<file path="src/rtl/regfile_pkg.sv">
// regfile_pkg: default geometry, address-width helper and data word type for regfile_nr1w
package regfile_pkg;
  localparam int DEF_DATA_W = 32;
  localparam int DEF_NREGS = 32;
  localparam int DEF_NREAD = 2;
  typedef logic [DEF_DATA_W-1:0] word_t;
  function automatic int addr_w(input int nregs);
    return $clog2(nregs);
  endfunction
endpackage

</file>
<file path="src/rtl/regfile_read_mux.sv">
// regfile_read_mux: NREGS-to-1, DATA_W-wide combinational register select
module regfile_read_mux
  import regfile_pkg::*;
#(
  parameter int DATA_W = DEF_DATA_W,
  parameter int NREGS = DEF_NREGS,
  localparam int ADDR_W = addr_w(NREGS)
) (
  input  logic [DATA_W-1:0] i_mem [NREGS],
  input  logic [ADDR_W-1:0] i_sel,
  output logic [DATA_W-1:0] o_data
);
  assign o_data = i_mem[i_sel];
endmodule

</file>
<file path="src/rtl/regfile_nr1w.sv">
// regfile_nr1w: 1-write, NREAD registered-read register file with write-first bypass
// Define REGFILE_R0_ZERO_EN to hardwire register 0 to zero (no storage for entry 0).
module regfile_nr1w
  import regfile_pkg::*;
#(
  parameter int DATA_W = DEF_DATA_W,
  parameter int NREGS = DEF_NREGS,
  parameter int NREAD = DEF_NREAD,
  localparam int ADDR_W = addr_w(NREGS)
) (
  input  logic                    clk,
  input  logic                    reset_n,
  input  logic                    we,
  input  logic [ADDR_W-1:0]       waddr,
  input  logic [DATA_W-1:0]       wdata,
  input  logic [NREAD-1:0]        re,
  input  logic [NREAD*ADDR_W-1:0] raddr,
  output logic [NREAD*DATA_W-1:0] rdata,
  output logic [NREAD-1:0]        rvalid
);
`ifdef REGFILE_R0_ZERO_EN
  localparam bit R0Z = 1'b1;
`else
  localparam bit R0Z = 1'b0;
`endif
  logic [DATA_W-1:0] w_mem [NREGS];
  logic              w_wen;
  assign w_wen = we && !(R0Z && waddr == '0);
  for (genvar i = 0; i < NREGS; i++) begin : g_reg
    if (R0Z && i == 0) begin : g_zero
      assign w_mem[i] = '0;
    end else begin : g_ff
      logic [DATA_W-1:0] r_q;
      always_ff @(posedge clk)
        if (!reset_n) r_q <= '0;
        else if (w_wen && waddr == ADDR_W'(i)) r_q <= wdata;
      assign w_mem[i] = r_q;
    end
  end
  for (genvar k = 0; k < NREAD; k++) begin : g_rd
    logic [ADDR_W-1:0] w_ra;
    logic [DATA_W-1:0] w_sel;
    logic [DATA_W-1:0] r_data;
    logic              r_valid;
    assign w_ra = raddr[k*ADDR_W +: ADDR_W];
    regfile_read_mux #(.DATA_W(DATA_W), .NREGS(NREGS)) u_mux (
      .i_mem (w_mem),
      .i_sel (w_ra),
      .o_data(w_sel)
    );
    always_ff @(posedge clk)
      if (!reset_n) begin
        r_data  <= '0;
        r_valid <= 1'b0;
      end else begin
        r_valid <= re[k];
        if (re[k]) r_data <= (w_wen && waddr == w_ra) ? wdata : w_sel;
      end
    assign rdata[k*DATA_W +: DATA_W] = r_data;
    assign rvalid[k] = r_valid;
  end
endmodule

</file>
<file path="config.mk">
export PLATFORM = sky130hd
export DESIGN_NAME = regfile_nr1w
export DESIGN_NICKNAME = d
export VERILOG_FILES = /design/src/rtl/regfile_pkg.sv /design/src/rtl/regfile_read_mux.sv /design/src/rtl/regfile_nr1w.sv
export SDC_FILE = /design/constraint.sdc
export NUM_CORES = 2
export LEC_CHECK = 0
export BUFFER_PORTS_ARGS = -buffer_cell sky130_fd_sc_hd__buf_4
export CORE_MARGIN = 3
export CORE_UTILIZATION = 53
export DETAILED_ROUTE_END_ITERATION = 10
export PLACE_DENSITY = 0.73
export SLEW_MARGIN = 10
export SYNTH_ARGS = -nofsm -noshare
export SYNTH_HDL_FRONTEND = slang
export SYNTH_SLANG_ARGS = --single-unit
</file>
<file path="constraint.sdc">
create_clock -name clk -period 3.1 [get_ports clk]
set_input_delay 0.465 -clock clk [delete_from_list [all_inputs] [get_ports clk]]
set_output_delay 0.465 -clock clk [all_outputs]
set_load 0.01 [all_outputs]
</file>
### Yosys cells after proc, flatten, opt, wreduce, memory -nomap -nowiden

Cells that the tools add are included.

* register bits after elaboration: 1090
* bits in latches: 0
* bits in read-only memories: 0
* input bits: 52
* memories kept: 0
* output and inout bits: 66
* memory bits (writable): 0
* word-level logic and storage cells: 116

* multiply operators: 0
* shift-type cells: 0
* reduce and logical (&&, ||, !) cells: 35
* add/sub/neg operators: 0
* div/mod/pow operators: 0
* bitwise gates (word level): 2
* muxes and demuxes: 8
* $lt $le $gt $ge: 2
* equal/unequal tests: 33

Operators with widths (count)
* 32-bit binary-select mux with 5-bit select: 2
* 32-bit 2-to-1 mux: 6
* 5-bit equality test, second input constant: 16
* 5-bit by 4-bit equality test with 1-bit output, second input constant: 8
* 1-bit logical AND: 34
* 5-bit by 3-bit equality test with 1-bit output, second input constant: 4
* 6-bit greater-or-equal comparator, second input constant: 2
* 5-bit inverter with 6-bit output: 2
* 5-bit by 2-bit equality test with 1-bit output, second input constant: 2
* 5-bit equality test: 2
* 5-bit by 1-bit equality test with 1-bit output, second input constant: 1
* 5-bit logical NOT: 1

### Longest topological paths before layout

* word-level depth: 5
* mapped depth: 11
* depth with buffers taken out: 5

### Modules after synthesis

A second synthesis with hierarchy kept.

* cells, all modules: 7339
* area total of the unflattened synthesis: 59255.6 sq um

Modules (own cells, without submodules)
* regfile_nr1w: cells each 5023, area each 41481.0 sq um, times used 1
* regfile_read_mux: cells each 1158, area each 8887.3 sq um, times used 2

### Worst setup path after synthesis

Ideal clock, no wire load.

* path kind: input to register
* from: in raddr[0]
* to: reg g_rd[0].r_data[16]
* path buffers: 3
* path slack: 736 ps
* arrival: 2247 ps
* stages: 7
* cells stage by stage: buf_4 -> buf_2 -> buf_2 -> mux4_2 -> o221ai_1 -> o21ai_0 -> a32o_1

* cells in the longest elaborated chain, start to end: 5

RTL lines
* start: declaration: RTL line regfile_nr1w.sv:17 `input logic [NREAD*ADDR_W-1:0] raddr,`
* 5-bit inverter with 6-bit output (implied by the code): RTL line regfile_read_mux.sv:13 `assign o_data = i_mem[i_sel];`
* 32-bit binary-select mux with 5-bit select: RTL line regfile_read_mux.sv:13
* 32-bit 2-to-1 mux (implied by the code) (2 in a row): RTL line regfile_read_mux.sv:13
* 32-bit 2-to-1 mux *: RTL line regfile_nr1w.sv:57 `if (re[k]) r_data <= (w_wen && waddr == w_ra) ? wdata : w_sel;`
* end signal: assignment: RTL line regfile_nr1w.sv:57
* end: declaration: RTL line regfile_nr1w.sv:43 `logic [DATA_W-1:0] r_data;`

Every way passes the cells marked *; elsewhere a longest branch is shown, timed or not. The select of a mux whose other input is x is not followed.
A chain may end at the register's enable or synchronous reset.

### Final worst setup path

* from: in raddr[6]
* to: reg g_rd[1].r_data[23]

* cells in the longest elaborated chain, start to end: 5

RTL lines (RTL line)
* 5-bit inverter with 6-bit output (implied by the code): regfile_read_mux.sv:13
* 32-bit binary-select mux with 5-bit select: regfile_read_mux.sv:13
* 32-bit 2-to-1 mux (implied by the code) (2 in a row): regfile_read_mux.sv:13
* 32-bit 2-to-1 mux *: regfile_nr1w.sv:57
* end signal: assignment: regfile_nr1w.sv:57
* end: declaration: regfile_nr1w.sv:43

Marked as above.

==> flow_summary_export.csv <==
group,metric,value,unit
route,drt_pre_antenna_iters,11,
route,drc,3,
final_layout,area_growth,12.0,%
synthesis,synthesis.instances,6115,
global_route,overflow,0,
synthesis,synth-edff-count,0,
clocking,cts.path.max_buffers,3,
hold_path,hold_class,"in -> reg",
sta,relSlewSlack,0.184,
floorplan,die_w,326,µm
worst_setup_path,cp_cell_sequence,"buf_8, buf_12, mux4_2, mux2_2, o22ai_1, nor4_1, a221o_1",
floorplan,boundaryPins,118,
worst_setup_path,max_stage_delay,0.50,ns
final_layout,final_util,0.603,
clocking,cts-root-buf,"clkbuf_16",
global_route,grt_start_max_net_pins,208,
outcome,violations,"design-rule violations",
global_route,antenna_found_initial,22,
worst_setup_path,crit_start,"raddr[6]",
sta,max_slew.worst_pin.slew,1.22,ns
power_and_ir_drop,ir_worst_vdd,0.000563,V
worst_setup_path,cp-end-kind,"flop",
route,drt-total-wl,225000,µm
clocking,postCtsSetupBuffers,0,
final_layout,nets,6021,
power_and_ir_drop,leakage,0.0201,µW
route,ant_nets,0,
synthesis,yosysTopAreaCell,"dfxtp_1",
hold_path,hold_end,"g_reg[22].g_ff.r_q[4]",
synthesis,ys_async_sr_fraction,0,
synthesis,yosysUniqueCellTypes,58,
synthesis,synth_area,54300,µm²
placed_design,placedCellCount,7213,
worst_setup_path,crit_fanout,43,
clocking,numCtsBuffers,111,
route,vias,51745,
clocking,worst_skew_pair.late_latency,0.72,ns
floorplan,core_area,101000,µm²
route,drt_iter0_markers,8938,
outcome,status,"complete, but fails checks",
sta,skew,0.0296,ns
route,vias_per_cell,6.97,
worst_setup_path,startpoint_type,"input pin",
sta,post-route-period-util,0.730,
final_layout,drive_gt1_frac,0.188,
sta,tns,0,ns
synthesis,synth_warnings,0,
worst_setup_path,r2r_cells,5,
synthesis,synthTopCellsByArea,"dfxtp_1, mux4_2, nand2_1",
synthesis,ys_ff_latch,1090,
clocking,clk_pin_slew,0.06,ns
worst_setup_path,cp_num_buf_inv,2,
sta,final-hold-violation-count,0,
global_route,grt_pass1_vias,48647,
final_layout,fin_cells,7428,
flow_run,cap_violations,0,
synthesis,syn_area_per_cell,8.88,µm²
clocking,clock-sinks,1090,
power_and_ir_drop,p_per_area,516,nW/µm²
final_layout,final_common_cell,"nand2_1",
worst_setup_path,crit_family,"buffers and inverters",
synthesis,yosysSeqAreaShare,0.402,
worst_setup_path,reg2reg_slack,1.02,ns
worst_setup_path,crit_required,3.71,ns
worst_setup_path,r2r-start,"g_reg[8].g_ff.r_q[23]",
sta,period_needed,2.26,ns
clocking,cts_hold_buf,0,
synthesis,syn-num-nets,6167,
sta,rsz0062_at_grt,"no",
floorplan,rows,116,
floorplan,die_h,326,µm
clocking,postCtsResizedCells,0,
worst_setup_path,crit_slowest_cell,"o22ai_1",
floorplan,die_area,106000,µm²
clocking,cts_tree,"yes",
synthesis,synth_top_area_share,0.402,
placed_design,place.gp.congestion,0.993,
worst_setup_path,crit_arrival,2.88,ns
global_route,grt_pass1_wl,325000,µm
placed_design,portBuffers,117,
worst_setup_path,reg2reg_to,"g_rd[1].r_data[23]",
route,wl_per_cell,30.3,µm
final_layout,final_cell_mix,"nand2_1, dfxtp_1, a21oi_1",
sta,max_freq,0.442,GHz
sta,drv_slew,0,
placed_design,hpwl,141000,µm
floorplan,initial_utilization,0.538,
hold_path,hold_path_depth,3,
clocking,htreeDepth,3,
hold_path,worstHoldStart,"wdata[4]",
global_route,gr-usage-all-layers,0.409,
worst_setup_path,path_class,"in -> reg",
sta,finalSetupViolCount,0,
synthesis,synth_flop_cell,"dfxtp_1",
## where the power goes
group	switching, µW	internal (µW)	total [µW]
Clock	5980	8160	14100
Combinational	1930	929	2860
Sequential	178	14200	14300
Total	8100	23200	31300
## sequential cells by signal (all words and copies together), names as in the netlist
name          count
g.g_ff.r_q     1024
g_rd.r_data      64
g_rd.r_valid      2
## Yosys cell counts, types with 7 or more instances
| master | count |
|---|---|
| nor3_1 | 16 |
| dfxtp_1 | 1090 |
| inv_1 | 13 |
| a211oi_1 | 35 |
| o2111a_1 | 7 |
| mux2i_1 | 113 |
| nor2b_1 | 32 |
| nand2b_1 | 13 |
| o21ai_0 | 42 |
| nor4_1 | 18 |
| nor2_1 | 75 |
| clkbuf_1 | 480 |
| nand2_1 | 2105 |
| buf_2 | 69 |
| and2_1 | 9 |
| o221ai_1 | 28 |
| buf_1 | 42 |
| a22oi_1 | 18 |
| buf_6 | 27 |
| xnor2_1 | 10 |
| a32o_1 | 18 |
| mux4_1 | 24 |
| a221o_1 | 16 |
| mux2_2 | 38 |
| a31oi_1 | 9 |
| mux4_2 | 450 |
| buf_8 | 7 |
| o21a_1 | 8 |
| buf_4 | 20 |
| a221oi_1 | 50 |
| a22o_1 | 27 |
| o22ai_1 | 87 |
| nand3_1 | 18 |
| a21oi_1 | 1041 |
| o211ai_1 | 9 |
## worst max path at each step
stage                               to  slack [ns]  cells past startpoint
finish              g_rd[1].r_data[23]        0.84                      7
global route        g_rd[1].r_data[23]        0.89                      7
CTS                 g_rd[1].r_data[23]        0.95                      7
detailed placement  g_rd[1].r_data[23]        0.23                      7
global placement    g_rd[1].r_data[23]        0.24                      7
floorplan           g_rd[0].r_data[16]        0.74                      7
## metal layers
| metal | part of all wire | global-route usage | vias to the layer above |
|---|---|---|---|
| met4 | 0.088 | 0.278 | 22 |
| met2 | 0.40 | 0.571 | 4705 |
| met1 | 0.33 | 0.503 | 24464 |
| met5 | 0.0012 | 0.0104 | - |
| li1 | - | - | 21207 |
| met3 | 0.18 | 0.188 | 1347 |
## metrics by stage
stage          setup WS (ns)  instance area, µm²  total power, µW  hold WS [ns]
6_report               0.837               60800            31300         0.178
5_1_grt                0.890               60800            31900         0.184
4_1_cts                0.951               60800            31100         0.169
3_5_place_dp           0.228               57000            17400         0.456
3_3_place_gp           0.241               57000            17300         0.448
2_1_floorplan          0.736               54300            16300         0.441
## logic make-up after synthesis
| logic type | synth area share |
|---|---|
| AO/OA/AOI/OAI | 0.148 |
| XOR/XNOR | 0.00161 |
| buffers and inverters | 0.0549 |
| flip-flops | 0.402 |
| multiplexers | 0.227 |
| AND/OR/NAND/NOR | 0.166 |
## worst register-to-register path, stage by stage (launching register included)
cell and delay [ns]:
dfxtp_1 0.35, mux4_2 0.46, mux2_2 0.28, o22ai_1 0.50, nor4_1 0.13, a221o_1 0.27
## layout make-up
| type | count | area (µm²) |
|---|---|---|
| diodes | 13 | 32.5 |
| clock buffers | 152 | 3140 |
| clock inverters | 50 | 638 |
| fillers | 8410 | 40100 |
| inverters | 15 | 63.8 |
| multi-input cells | 4362 | 29800 |
| flip-flops and latches | 1090 | 21800 |
| well taps | 1357 | 1700 |
| repair buffers | 389 | 3620 |
(Power assumes the default switching activity.)
